**config.mk**
```make
export PLATFORM = sky130hd
export DESIGN_NAME = output_writeback
export DESIGN_NICKNAME = d
export VERILOG_FILES = /design/src/rtl/output_writeback_pkg.sv /design/src/rtl/output_writeback_fifo.sv /design/src/rtl/output_writeback.sv
export SDC_FILE = /design/constraint.sdc
export NUM_CORES = 1
export LEC_CHECK = 0
export BUFFER_PORTS_ARGS = -buffer_cell sky130_fd_sc_hd__buf_2
export CAP_MARGIN = 20
export CORE_UTILIZATION = 55
export CTS_BUF_LIST = sky130_fd_sc_hd__clkbuf_4 sky130_fd_sc_hd__clkbuf_8 sky130_fd_sc_hd__clkbuf_16
export DETAILED_ROUTE_END_ITERATION = 12
export GPL_ROUTABILITY_DRIVEN = 0
export PLACE_DENSITY = 0.75
export SYNTH_ARGS = -nofsm -noshare
export SYNTH_HDL_FRONTEND = slang
export SYNTH_SLANG_ARGS = --single-unit
```
**constraint.sdc**
```tcl
create_clock -name clk -period 3.7 [get_ports clk]
set_input_delay 0.555 -clock clk [delete_from_list [all_inputs] [get_ports clk]]
set_output_delay 0.555 -clock clk [all_outputs]
set_load 0.1 [all_outputs]
```
**src/rtl/output_writeback_pkg.sv**
```systemverilog
// Shared types and helpers for the output write-back path.
// wb_saturate is used only when WB_QUANTIZE_EN is defined.
package cpaed_wb_pkg;

   localparam int unsigned WB_ADDR_W = 20;
   localparam int unsigned WB_DATA_W = 32;

   typedef enum logic [1:0] {
      IDLE  = 2'd0,
      RUN   = 2'd1,
      DRAIN = 2'd2,
      DONE  = 2'd3
   } wb_state_e;

   typedef struct packed {
      logic [WB_ADDR_W-1:0] addr;
      logic [WB_DATA_W-1:0] data;
   } wb_entry_t;

   // Linear output address; callers truncate to the memory address width so it wraps.
   function automatic logic [31:0] wb_addr(input int unsigned x,
                                           input int unsigned y,
                                           input int unsigned ch,
                                           input int unsigned fm_width,
                                           input int unsigned nb_ch,
                                           input int unsigned base);
      return base + (y * fm_width + x) * nb_ch + ch;
   endfunction

   // Clamp a signed value to the signed dw-bit range, returned sign-extended.
   function automatic logic [WB_DATA_W-1:0] wb_saturate(input logic signed [WB_DATA_W-1:0] v,
                                                       input int unsigned dw);
      longint max_v;
      longint min_v;
      longint vv;
      max_v = (longint'(1) <<< (dw - 1)) - longint'(1);
      min_v = -max_v - longint'(1);
      vv    = longint'(v);
      if (vv > max_v) begin
         vv = max_v;
      end else if (vv < min_v) begin
         vv = min_v;
      end
      return WB_DATA_W'(vv);
   endfunction

endpackage

```
**src/rtl/output_writeback_fifo.sv**
```systemverilog
// Synchronous write-buffer FIFO with registered full/empty flags.
// A push while full is accepted only when a pop frees a slot on the same edge.
module wb_fifo #(
   parameter int unsigned WIDTH = 52,
   parameter int unsigned DEPTH = 8
) (
   input  logic             clk,
   input  logic             arst_n_in,
   input  logic             push,
   input  logic             pop,
   input  logic [WIDTH-1:0] din,
   output logic [WIDTH-1:0] dout,
   output logic             full,
   output logic             empty
);

   localparam int unsigned PW = $clog2(DEPTH);
   localparam int unsigned CW = PW + 1;

   logic [WIDTH-1:0] mem [DEPTH];
   logic [PW-1:0]    wr_ptr;
   logic [PW-1:0]    rd_ptr;
   logic [CW-1:0]    count;
   logic [CW-1:0]    count_d;
   logic             push_ok;
   logic             pop_ok;

   assign pop_ok  = pop && !empty;
   assign push_ok = push && (!full || pop_ok);

   always_comb begin
      count_d = count;
      case ({push_ok, pop_ok})
         2'b10:   count_d = count + CW'(1);
         2'b01:   count_d = count - CW'(1);
         default: count_d = count;
      endcase
   end

   always_ff @(posedge clk) begin
      if (!arst_n_in) begin
         wr_ptr <= '0;
         rd_ptr <= '0;
         count  <= '0;
         full   <= 1'b0;
         empty  <= 1'b1;
         for (int unsigned i = 0; i < DEPTH; i++) begin
            mem[i] <= '0;
         end
      end else begin
         if (push_ok) begin
            mem[wr_ptr] <= din;
            wr_ptr      <= wr_ptr + PW'(1);
         end
         if (pop_ok) begin
            rd_ptr <= rd_ptr + PW'(1);
         end
         count <= count_d;
         full  <= (count_d == CW'(DEPTH));
         empty <= (count_d == '0);
      end
   end

   assign dout = mem[rd_ptr];

endmodule

```
**src/rtl/output_writeback.sv**
```systemverilog
// Writes the accelerator output stream to external memory through a small FIFO,
// tracking layer completion and sticky errors. Optional macro: WB_QUANTIZE_EN.
module output_writeback
   import cpaed_wb_pkg::*;
#(
`ifdef WB_QUANTIZE_EN
   parameter int unsigned QUANT_SHIFT        = 8,
`endif
   parameter int unsigned ACCUMULATION_WIDTH = 32,
   parameter int unsigned DATA_WIDTH         = 16,
   parameter int unsigned EXT_MEM_HEIGHT     = 1 << 20,
   parameter int unsigned FEATURE_MAP_WIDTH  = 64,
   parameter int unsigned FEATURE_MAP_HEIGHT = 64,
   parameter int unsigned OUTPUT_NB_CHANNELS = 32,
   parameter int unsigned OUT_BASE           = 32'h8_0000,
   parameter int unsigned FIFO_DEPTH         = 8
) (
   input  logic                                    clk,
   input  logic                                    arst_n_in,
   input  logic                                    start,
   input  logic [ACCUMULATION_WIDTH-1:0]           out,
   input  logic                                    output_valid,
   input  logic [$clog2(FEATURE_MAP_WIDTH)-1:0]    output_x,
   input  logic [$clog2(FEATURE_MAP_HEIGHT)-1:0]   output_y,
   input  logic [$clog2(OUTPUT_NB_CHANNELS)-1:0]   output_ch,
   output logic                                    mem_we,
   input  logic                                    mem_ready,
   output logic [$clog2(EXT_MEM_HEIGHT)-1:0]       mem_addr,
   output logic [ACCUMULATION_WIDTH-1:0]           mem_wdata,
   output logic                                    busy,
   output logic                                    done,
   output logic                                    overflow_err,
   output logic                                    range_err,
   output logic                                    stray_err
);

   localparam int unsigned AW    = $clog2(EXT_MEM_HEIGHT);
   localparam int unsigned TOTAL = FEATURE_MAP_WIDTH * FEATURE_MAP_HEIGHT * OUTPUT_NB_CHANNELS;
   localparam int unsigned CNTW  = $clog2(TOTAL + 1);
   localparam int unsigned EW    = $bits(wb_entry_t);

   if (FIFO_DEPTH < 2 || (FIFO_DEPTH & (FIFO_DEPTH - 1)) != 0) begin : g_bad_depth
      $error("output_writeback: FIFO_DEPTH must be a power of two and at least 2");
   end
   if (DATA_WIDTH > ACCUMULATION_WIDTH) begin : g_bad_dw
      $error("output_writeback: DATA_WIDTH must not exceed ACCUMULATION_WIDTH");
   end

   wb_state_e            state_q;
   wb_state_e            state_d;
   logic                 busy_d;
   logic                 done_d;
   logic [CNTW-1:0]      cnt_q;
   logic                 s1_valid_q;
   wb_entry_t            s1_q;
   logic [WB_DATA_W-1:0] s1_data_c;
   wb_entry_t            head;
   logic                 fifo_full;
   logic                 fifo_empty;
   logic                 pop;
   logic                 drop_full;
   logic                 sample;
   logic                 in_range;
   logic                 enter_run;

   assign enter_run = (state_q == IDLE) && start;
   assign sample    = output_valid && (state_q == RUN);
   assign in_range  = (32'(output_x)  < FEATURE_MAP_WIDTH)  &&
                      (32'(output_y)  < FEATURE_MAP_HEIGHT) &&
                      (32'(output_ch) < OUTPUT_NB_CHANNELS);

   assign pop       = !fifo_empty && mem_ready;
   assign drop_full = s1_valid_q && fifo_full && !pop;

`ifdef WB_QUANTIZE_EN
   logic signed [ACCUMULATION_WIDTH-1:0] shifted_c;
   assign shifted_c = $signed(out) >>> QUANT_SHIFT;
   assign s1_data_c = wb_saturate(WB_DATA_W'(shifted_c), DATA_WIDTH);
`else
   assign s1_data_c = WB_DATA_W'(out);
`endif

   // State register
   always_ff @(posedge clk) begin
      if (!arst_n_in) begin
         state_q <= IDLE;
      end else begin
         state_q <= state_d;
      end
   end

   // Next-state and registered-output decode
   always_comb begin
      state_d = state_q;
      busy_d  = 1'b0;
      done_d  = 1'b0;
      case (state_q)
         IDLE:    if (start) state_d = RUN;
         RUN:     if (sample && (cnt_q == CNTW'(TOTAL - 1))) state_d = DRAIN;
         DRAIN:   if (!s1_valid_q && fifo_empty) state_d = DONE;
         DONE:    state_d = IDLE;
         default: state_d = IDLE;
      endcase
      busy_d = (state_d == RUN) || (state_d == DRAIN);
      done_d = (state_d == DONE);
   end

   // Address stage, layer counter, status flags
   always_ff @(posedge clk) begin
      if (!arst_n_in) begin
         busy         <= 1'b0;
         done         <= 1'b0;
         cnt_q        <= '0;
         s1_valid_q   <= 1'b0;
         s1_q         <= '0;
         overflow_err <= 1'b0;
         range_err    <= 1'b0;
         stray_err    <= 1'b0;
      end else begin
         busy       <= busy_d;
         done       <= done_d;
         s1_valid_q <= sample && in_range;
         if (sample && in_range) begin
            s1_q.addr <= WB_ADDR_W'(wb_addr(32'(output_x), 32'(output_y), 32'(output_ch),
                                            FEATURE_MAP_WIDTH, OUTPUT_NB_CHANNELS, OUT_BASE));
            s1_q.data <= s1_data_c;
         end

         // Dropped entries still count so completion never stalls.
         if (enter_run) begin
            cnt_q <= '0;
         end else if (sample) begin
            cnt_q <= cnt_q + CNTW'(1);
         end

         if (enter_run) begin
            overflow_err <= 1'b0;
            range_err    <= 1'b0;
            stray_err    <= 1'b0;
         end
         if (drop_full) begin
            overflow_err <= 1'b1;
         end
         if (sample && !in_range) begin
            range_err <= 1'b1;
         end
         if (output_valid && (state_q != RUN)) begin
            stray_err <= 1'b1;
         end
      end
   end

   wb_fifo #(
      .WIDTH (EW),
      .DEPTH (FIFO_DEPTH)
   ) u_fifo (
      .clk       (clk),
      .arst_n_in (arst_n_in),
      .push      (s1_valid_q),
      .pop       (pop),
      .din       (s1_q),
      .dout      (head),
      .full      (fifo_full),
      .empty     (fifo_empty)
   );

   assign mem_we    = !fifo_empty;
   assign mem_addr  = AW'(head.addr);
   assign mem_wdata = ACCUMULATION_WIDTH'(head.data);

endmodule

```
==> After elaboration in Yosys (flattened, before gate mapping) <==
Memories as Yosys holds them, arrays and structs flattened. A register that Yosys moved wholly into a read port is not among the register bits.
Index checks and enable logic that the tools add are counted.
{ "totals": {"memories": 1, "elab_cells": 74, "inputBits": 54, "ram_bits": 416, "regBits": 89, "output_inout_bits": 58} }
{ "memory_table": {"columns": ["memory", "words", "word_bits", "read_ports", "rd_ports_with_merged_regs", "write_ports", "line", "text"], "rows": [
  ["u_fifo.mem", 8, 52, 1, 1, 8, "output_writeback_fifo.sv:20", "logic [WIDTH-1:0] mem [DEPTH];"]
]} }
{ "op_classes": {"muxes": 17, "n_reduce_logical": 22, "n_eq_ne": 11, "n_bitwise": 1, "add_sub_neg": 8} }
{ "op_table": {"columns": ["cell", "count"], "rows": [
  ["$mux W52", 1],
  ["$reduce_or A52 Y1", 1],
  ["$add A20 B18 Y20 const A", 1],
  ["$add A20 B5 Y20", 1],
  ["$add A18 B1 Y18 const B", 1],
  ["$eq A18 B17 Y1 const B", 1],
  ["$add A12 B6 Y13", 1],
  ["$eq A2 B2 Y1 const B", 5],
  ["$logic_and A1 B1 Y1", 10],
  ["$mux W3", 3],
  ["$mux W1", 8],
  ["$pmux W2 S4", 1],
  ["$pmux W4 S2", 1],
  ["$add A3 B1 Y3 const B", 2],
  ["$eq A2 B1 Y1 const B", 3],
  ["$mux W2", 3],
  ["$add A4 B1 Y4 const B", 1],
  ["$eq A4 B4 Y1 const B", 1],
  ["$logic_not A1 Y1", 4],
  ["$logic_not A4 Y1", 1],
  ["$reduce_bool A2 Y1", 2],
  ["$sub A4 B1 Y4 const B", 1],
  ["$logic_not A2 Y1", 1],
  ["$logic_or A1 B1 Y1", 2],
  ["3 further kinds", 3]
]} }

==> Longest topological paths before layout <==
Gate-level depths: netlist (run 1).
{ "logic_depth": {"ltp_word": 10, "mapped_depth": 10, "depth_no_buf": 10} }

==> Hierarchy <==
A second synthesis (run 1) with hierarchy kept.
{ "unflattened": {"cells_unflattened": 1606, "hier_area_um2": 21504.4} }
{ "modules_own_cells": {"columns": ["module", "n_inst", "cells_per_inst", "seq_area_each_um2", "area_per_inst_um2"], "rows": [
  ["wb_fifo", 1, 1261, 12792.3, 18585.3],
  ["output_writeback", 1, 345, 1501.4, 2919.0]
]} }

==> Worst setup path after synthesis (run 1) <==
Ideal clock, no wire load.
{ "synth_timing": {"kind": "input to register", "from": "input port arst_n_in", "to": "memory u_fifo.mem[0][0] (enable)", "required_time_ps": 3284, "cell_stages": 5, "arrival_ps": 2706, "setup_time_ps": 416, "path_slack_ps": 578, "n_path_buf": 1, "cell_sequence": "buf_2 > nand2_1 > a211oi_1 > nor3b_2 > nand2b_1"} }
{ "synth_lines": {"columns": ["element", "line", "text"], "rows": [
  ["start: declaration", "output_writeback.sv:19", "input logic arst_n_in,"],
  ["end: declaration", "output_writeback_fifo.sv:20", null]
]} }

==> results of run 1 <==
## metrics by stage
step / power [W] / hold slack (ns)
after floorplan: 0.00783 / 0.453
after global placement: 0.00824 / 0.453
after detailed placement: 0.00827 / 0.457
after CTS: 0.0130 / 0.201
after global routing: 0.0133 / 0.220
final: 0.0129 / 0.228
## cells by family (layout without fill, tap and decap cells)
logic type,after synthesis,after routing,share of synthesized area
mux,154,154,0.134
buf+inv,104,246,0.0198
compound gates,87,87,0.0230
flops,490,490,0.649
fa+ha+maj,7,7,0.00411
xor+xnor,16,16,0.00658
other cells,1,4,0.000176
simple gates,605,605,0.163
## metal layers
layer / wire [µm] / track usage / vias to the layer above
li1: - / - / 5493
met1: 18900 / 0.336 / 6173
met3: 3670 / 0.0439 / 99
met5: 12 / 0 / -
met4: 1570 / 0.0937 / 2
met2: 24400 / 0.436 / 463
## final timing paths
check / endpoint / slack [ns] / startpoint / cells after the start
max reg2reg: u_fifo.empty / 0.83 / u_fifo.empty / 10
min reg2reg: stray_err / 0.47 / stray_err / 1
min: s1_q[47] / 0.23 / output_y[4] / 3
max: mem_wdata[2] / 0.42 / flip-flop / 4
## registers in the layout, indices dropped and copies added (netlist names), 2 cells and up, named ones only
signal / count
cnt_q: 18
s1_q: 50
state_q: 2
u_fifo.count: 4
u_fifo.mem: 400
u_fifo.rd_ptr: 3
u_fifo.wr_ptr: 3
## critical path: stages, from the launching register on
cell,delay (ns)
dfxtp_4,0.76
buf_4,0.37
mux4_2,0.36
mux2_2,0.32
buf_2,0.30
## power breakdown
group / switching [W] / internal [W]
sequential: 0.000148 / 0.00615
combinational: 0.00126 / 0.000583
clock: 0.00202 / 0.00276
total: 0.00342 / 0.00950
## placed cells by master (no fill, tap or decap), types with 4 or more instances in the layout
cell type	instances
a21oi_1	60
and2_1	403
and3b_2	4
buf_12	15
buf_2	108
buf_4	22
clkbuf_16	51
clkbuf_4	11
clkbuf_8	5
clkinv_1	14
clkinv_2	8
dfxtp_1	87
edfxtp_1	400
ha_1	7
inv_1	7
mux2_2	51
mux4_2	100
nand2_1	117
nand2b_1	6
nand2b_2	8
nand3_1	7
nor2_1	23
nor3_1	4
o21ai_0	8
or3_1	6
xnor2_1	9
xor2_1	7
## final cells by class
cell class / count / area share
clock inverter: 25 / 0.00579
clock buffer: 67 / 0.0590
multi-input combinational: 872 / 0.294
tap: 511 / 0.0264
timing repair buffer: 146 / 0.0421
inverter: 8 / 0.00124
sequential: 490 / 0.571
antenna: 1 / 0.000103
==> results.cfg, run 1 <==
[cts]
hold_buffers = 0
post_cts_buffers = 0
clk_latency_ns = 0.57
clock_sinks = 490
cts_buffers = 49
root_buffer = clkbuf_16
cts_tree = yes
cts_max_path_buffers = 3
clk_pin_slew_ns = 0.06
cts_max_level = 2
ctsResizeCount = 0

[yosys]
avgSynthCellArea_um2 = 14.5
synthTopCellsByArea = edfxtp_1 56%, and2_1 12%, mux4_2 11%, dfxtp_1 8.5%, mux2_2 2.7%
syn-cell-area_um2 = 21300
synth.most_common_cell = and2_1
synthArstFlopShare = 0
yosysTopAreaCell = edfxtp_1
ys_seq_area_frac = 0.649
yosysWarnings = 0
netlist_instances = 1464
ys_seq_elements = 490
synth_top_area_share = 0.564
yosysUniqueCellTypes = 52
synth_edf_count = 400
synthFlopType = edfxtp_1
synth_commonest_cells = 404 x and2_1, 400 x edfxtp_1, 118 x nand2_1, 100 x mux4_2, 90 x dfxtp_1

[final_layout]
syn2layout_area_growth_pct = 13.6
fillers = 2755
nNetsFinal = 1628
final_area_um2 = 24200
fin_cells = 2120
multi_input_area_um2 = 7110
register_area_um2 = 13800
utilization = 0.639
drive_above_1_share = 0.249

[drt]
dr.pass1.iters = 5
drc = 0
wl_per_cell_um = 22.9
via_per_inst = 5.77
wl_um = 48500
vias = 12200
dr.first_iter.drc_count = 835
postRouteAntennaNets = 0

[run_status]
outcome = finished, final reports clean

[power]
irDropWorstVdd_v = 0.000328
p_leak_nw = 8.84
powerDensity_nw_per_um2 = 534

[global_routing]
gr-total-overflow = 0
grt_pass1_vias = 12700
track_usage = 0.258
grt_max_degree = 51
antenna_found_initial = 2
grt_first_pass_wirelength_um = 74500

[sta]
final.setup.worst_slack_ns = 0.421
fin_crit_sh = 0.886
clock_skew_ns = 0.0151
setup_viol = 0
maxSlewHeadroom = 0.490
rsz0062_at_grt = false
worstMarginPinSlew_ns = 0.765
hold_viol_final = 0
fmax_mhz = 305
setup_tns_ns = 0
finalMaxSlewViolations = 0
period_needed_ns = 3.28

[setup_path]
worstPathRequired_ns = 3.14
critPathKind = reg -> out
critPathLaunchType = flip-flop
cp_max_fo = 37
arrival_ns = 2.72
end_kind = primary output

[floorplan]
die_x_um = 199
die_h_um = 199
rows = 71
ioPinCount = 112
core_um2 = 37800
start_util = 0.563
dieArea_um2 = 39500

[place]
place_area_um2 = 22600
preCtsSetupSlack_ns = 0.616
place_hpwl_um = 26400
port_buffers = 108
dp_cells = 2027

[run]
maxCapViolations = 0

[min_path]
min_path_type = in -> reg
Note: power is estimated with default switching activity, not from simulation.
==> inputs of run 2 (changes only) <==
--- a/config.mk
+++ b/config.mk
@@ -11,7 +11,7 @@
 export CTS_BUF_LIST = sky130_fd_sc_hd__clkbuf_4 sky130_fd_sc_hd__clkbuf_8 sky130_fd_sc_hd__clkbuf_16
 export DETAILED_ROUTE_END_ITERATION = 12
 export GPL_ROUTABILITY_DRIVEN = 0
-export PLACE_DENSITY = 0.75
+export PLACE_DENSITY = 0.73
 export SYNTH_ARGS = -nofsm -noshare
 export SYNTH_HDL_FRONTEND = slang
 export SYNTH_SLANG_ARGS = --single-unit
==> run 2 against run 1 <==
Net effect: via count is 0.78% lower; worst setup slack better by 0.0045 ns; sequential share of layout area is 0.062 points lower; power is 1.0% higher; largest cell class unchanged.
==> results.cfg, run 2 (same netlist as run 1, synthesis figures left out) <==
[sta]
hold_viol_final = 0
finalMaxSlewViolations = 0
final.setup.worst_slack_ns = 0.425
maxSlewHeadroom = 0.450
setup_tns_ns = 0
fin_crit_sh = 0.885
worstMarginPinSlew_ns = 0.825
clock_skew_ns = 0.0148
rsz0062_at_grt = false
period_needed_ns = 3.27
setup_viol = 0
fmax_mhz = 305

[power]
swShare = 0.260
p_leak_nw = 8.84
powerDensity_nw_per_um2 = 539
irDropWorstVdd_v = 0.000373
power.internal_w = 0.00966
combPwrFrac = 0.141
seq_power_share = 0.482
switching_power_w = 0.00339
pwr-share-clk = 0.377

[setup_path]
arrival_ns = 2.72
rrSetupSlack_ns = 0.81
rr_worst_depth = 10
critPathKind = reg -> out
crit_family = multiplexers
worstPathRequired_ns = 3.14
cp_max_fo = 34
slowest_delay_ns = 0.63
r2r_start = u_fifo.empty
slowest_stage = dfxtp_4
crit_buf_inv = 2
critPathLaunchType = flip-flop
r2r-end = u_fifo.empty
cp_cell_sequence = buf_12 > mux4_2 > mux2_2 > buf_2
end_kind = primary output

[final_layout]
regMostFlops = u_fifo.mem
nNetsFinal = 1626
final_area_um2 = 24200
syn2layout_area_growth_pct = 13.7
largest_reg_flops = 400
num_antenna_cells = 0
multi_input_area_um2 = 7110
layout_common_cells = 403 x and2_1, 400 x edfxtp_1, 117 x nand2_1
fillers = 2765
register_area_um2 = 13800
top_regs = u_fifo.mem x400, s1_q x50, cnt_q x18
drive_above_1_share = 0.251
final_common_cell = and2_1

[place]
place_hpwl_um = 24600
preCtsSetupSlack_ns = 0.554
port_buffers = 108
place_area_um2 = 22600

[drt]
vias = 12100
postRouteAntennaNets = 0
dr.first_iter.drc_count = 989
wl_um = 48600
drc = 0
via_per_inst = 5.74
wl_per_cell_um = 23.0
dr.pass1.iters = 5

[cts]
post_cts_buffers = 0
clk_pin_slew_ns = 0.06
clk_latency_ns = 0.57
cts_max_level = 2
root_buffer = clkbuf_16
clock_sinks = 490
cts_max_path_buffers = 3
ctsResizeCount = 0
cts_buffers = 49
hold_buffers = 0
cts_tree = yes

[min_path]
min_path_type = in -> reg
min_to = s1_q[23]
worstHoldStart = out[23]
worst_hold_path.num_cells = 3

[global_routing]
grt_max_degree = 59
gr-total-overflow = 0
met2_usage = 0.434
use_met1 = 0.345
grt_first_pass_wirelength_um = 73900
track_usage = 0.256
grt_pass1_vias = 12500
antenna_found_initial = 0
busiest_layer = met2
gr-usage-met3 = 0.0375

[floorplan]
ioPinCount = 112
die_x_um = 199
core_um2 = 37800
rows = 71
die_h_um = 199
dieArea_um2 = 39500
start_util = 0.563

[run]
maxCapViolations = 0

[run_status]
outcome = finished, final reports clean
run 2: changes by cell type in the layout (fill, tap and decap cells not counted):
cell,previous run,this run
bufinv_16,1,2
clkinv_2,8,1
clkinvlp_2,0,1
clkbuf_4,11,19
clkinv_1,14,6
diode_2,1,0
buf_4,22,20
clkbuf_8,5,6
run 2: worst max path at each step:
stage | cells after the start | endpoint | slack (ns)
6_report | 4 | mem_wdata[2] | 0.43
5_1_grt | 4 | mem_wdata[2] | 0.30
4_1_cts | 4 | mem_wdata[2] | 0.37
3_5_place_dp | 11 | u_fifo.empty | 0.55
3_3_place_gp | 11 | u_fifo.empty | 0.63
2_1_floorplan | 5 | u_fifo.mem[0][0] | 0.58
run 2: layer usage:
| layer | up-vias | part of all wire |
|---|---|---|
| met1 | 6137 | 0.40 |
| li1 | 5484 | - |
| met3 | 78 | 0.068 |
| met4 | 0 | 0.020 |
| met2 | 435 | 0.51 |
| met5 | - | 0 |
run 2: cell type report:
type                       instances  area share
inverter                           8     0.00124
multi-input combinational        872       0.294
tap                              511      0.0264
clock buffer                      76      0.0620
timing repair buffer             144      0.0414
sequential                       490       0.571
clock inverter                    12     0.00455
run 2: stage by stage:
step	total power, W	instances	utilization	hold slack [ns]
5_1_grt	0.0134	2113	0.640	0.223
3_3_place_gp	0.00823	2023	0.596	0.451
6_report	0.0130	2113	0.640	0.222
2_1_floorplan	0.00783	1466	-	0.453
3_5_place_dp	0.00826	2025	0.597	0.456
4_1_cts	0.0131	2113	0.640	0.197
run 2: tightest hold or removal path: cells and delay by family:
family	cells	cell delay (ns)
simple gates	1	0.04
buf+inv	1	0.09
compound gates	1	0.05
run 2: power groups by stage:
stage	sequential, W	combinational, W	clock [W]
floorplan	0.00636	0.00148	0
finish	0.00629	0.00184	0.00491
detailed placement	0.00641	0.00186	0
CTS	0.00629	0.00186	0.00499
global route	0.00632	0.00194	0.00517
global placement	0.00639	0.00184	0
==> inputs of run 3 (changes only) <==
--- a/config.mk
+++ b/config.mk
@@ -5,7 +5,7 @@
 export SDC_FILE = /design/constraint.sdc
 export NUM_CORES = 1
 export LEC_CHECK = 0
-export BUFFER_PORTS_ARGS = -buffer_cell sky130_fd_sc_hd__buf_2
+export BUFFER_PORTS_ARGS = -buffer_cell sky130_fd_sc_hd__buf_4
 export CAP_MARGIN = 20
 export CORE_UTILIZATION = 55
 export CTS_BUF_LIST = sky130_fd_sc_hd__clkbuf_4 sky130_fd_sc_hd__clkbuf_8 sky130_fd_sc_hd__clkbuf_16
==> run 3 against run 2 <==
Net effect: power grew 2.9%; worst setup slack better by 0.069 ns; sequential cell count unchanged; die area stayed put; critical endpoint is now mem_addr[9]; critical path type unchanged; largest power group unchanged.
==> results.cfg, run 3 (same netlist as run 1, synthesis figures left out) <==
[run_status]
outcome = finished, final reports clean

[setup_path]
r2r_start = u_fifo.empty
rrSetupSlack_ns = 0.84
cp_max_fo = 32
arrival_ns = 2.65
cp_cell_sequence = buf_4 > mux4_2 > mux2_2 > buf_4
slowest_delay_ns = 0.60
worstPathRequired_ns = 3.14
critPathKind = reg -> out
critPathLaunchType = flip-flop
end_kind = primary output
slowest_stage = mux4_2
path_common_cell = buf_4

[min_path]
worstHoldStart = out[9]
min_path_type = in -> reg

[final_layout]
regMostFlops = u_fifo.mem
register_area_um2 = 13800
fillers = 2707
drive_above_1_share = 0.250
nNetsFinal = 1619
final_common_cell = and2_1
top_regs = u_fifo.mem x400, s1_q x50, cnt_q x18
multi_input_area_um2 = 7110
utilization = 0.647
num_antenna_cells = 0
largest_reg_flops = 400
syn2layout_area_growth_pct = 15.0
final_area_um2 = 24500
layout_common_cells = 403 x and2_1, 400 x edfxtp_1, 125 x buf_4

[drt]
dr.pass1.iters = 5
drc = 0
postRouteAntennaNets = 0
vias = 12200
dr.first_iter.drc_count = 962
wl_um = 48600
via_per_inst = 5.76
wl_per_cell_um = 23.1

[global_routing]
grt_pass1_vias = 12700
grt_first_pass_wirelength_um = 74300
antenna_found_initial = 0
grt_max_degree = 69
gr-total-overflow = 0
track_usage = 0.257

[place]
place_area_um2 = 22700
place_hpwl_um = 24500
port_buffers = 108

[sta]
period_needed_ns = 3.21
hold_viol_final = 0
maxSlewHeadroom = 0.483
worstMarginPinSlew_ns = 0.776
finalMaxSlewViolations = 0
clock_skew_ns = 0.0161
fin_crit_sh = 0.866
setup_viol = 0
setup_tns_ns = 0
fmax_mhz = 312
rsz0062_at_grt = false

[floorplan]
die_x_um = 199
die_h_um = 199
ioPinCount = 112
dieArea_um2 = 39500
rows = 71
start_util = 0.563
core_um2 = 37800

[cts]
cts_max_path_buffers = 3
post_cts_buffers = 0
clock_sinks = 490
cts_buffers = 50
clk_latency_ns = 0.57
cts_max_level = 2
ctsResizeCount = 0
clk_pin_slew_ns = 0.06
cts_tree = yes
root_buffer = clkbuf_16
hold_buffers = 0

[power]
powerDensity_nw_per_um2 = 548
p_leak_nw = 8.92
irDropWorstVdd_v = 0.000412
power_w = 0.0134

[run]
maxCapViolations = 0
run 3: through the flow:
| step | hold WS (ns) | std cells | worst slack (ns) |
|---|---|---|---|
| floorplan | 0.453 | 1466 | 0.578 |
| global placement | 0.462 | 2016 | 0.641 |
| detailed placement | 0.462 | 2017 | 0.617 |
| CTS | 0.212 | 2109 | 0.443 |
| global route | 0.230 | 2109 | 0.372 |
| finish | 0.233 | 2109 | 0.494 |
run 3: final cells by class:
class                      instances  share of cell area
inverter                           8             0.00123
timing repair buffer             136              0.0469
multi-input combinational        872               0.290
clock buffer                      73              0.0612
tap                              511              0.0261
sequential                       490               0.564
clock inverter                    19              0.0100
run 3: worst paths after layout:
| path | depth (start not counted) | endpoint |
|---|---|---|
| setup / recovery | 4 | mem_addr[9] |
| hold / removal | 3 | s1_q[9] |
| setup reg to reg | 10 | u_fifo.empty |
| hold reg to reg | 1 | stray_err |
run 3: worst max-delay path: cells and delay by family (launching register included):
| kind | cells | cell delay (ns) |
|---|---|---|
| buffers and inverters | 2 | 0.79 |
| DFF | 1 | 0.36 |
| muxes | 2 | 0.91 |
run 3: per-layer routing:
metal / part of all wire / routed length (µm) / global-route usage / vias up
li1: - / - / - / 5484
met1: 0.41 / 20200 / 0.348 / 6155
met2: 0.50 / 24100 / 0.430 / 434
met3: 0.065 / 3180 / 0.0368 / 81
met4: 0.024 / 1150 / 0.0829 / 0
met5: 0 / 0 / 0 / -
run 3: power by group:
part           leakage, nW  internal, W  switching, W  total, W
Clock                0.874      0.00322       0.00203   0.00525
Sequential            4.87      0.00615      0.000123   0.00627
Combinational         3.18     0.000631       0.00128   0.00191
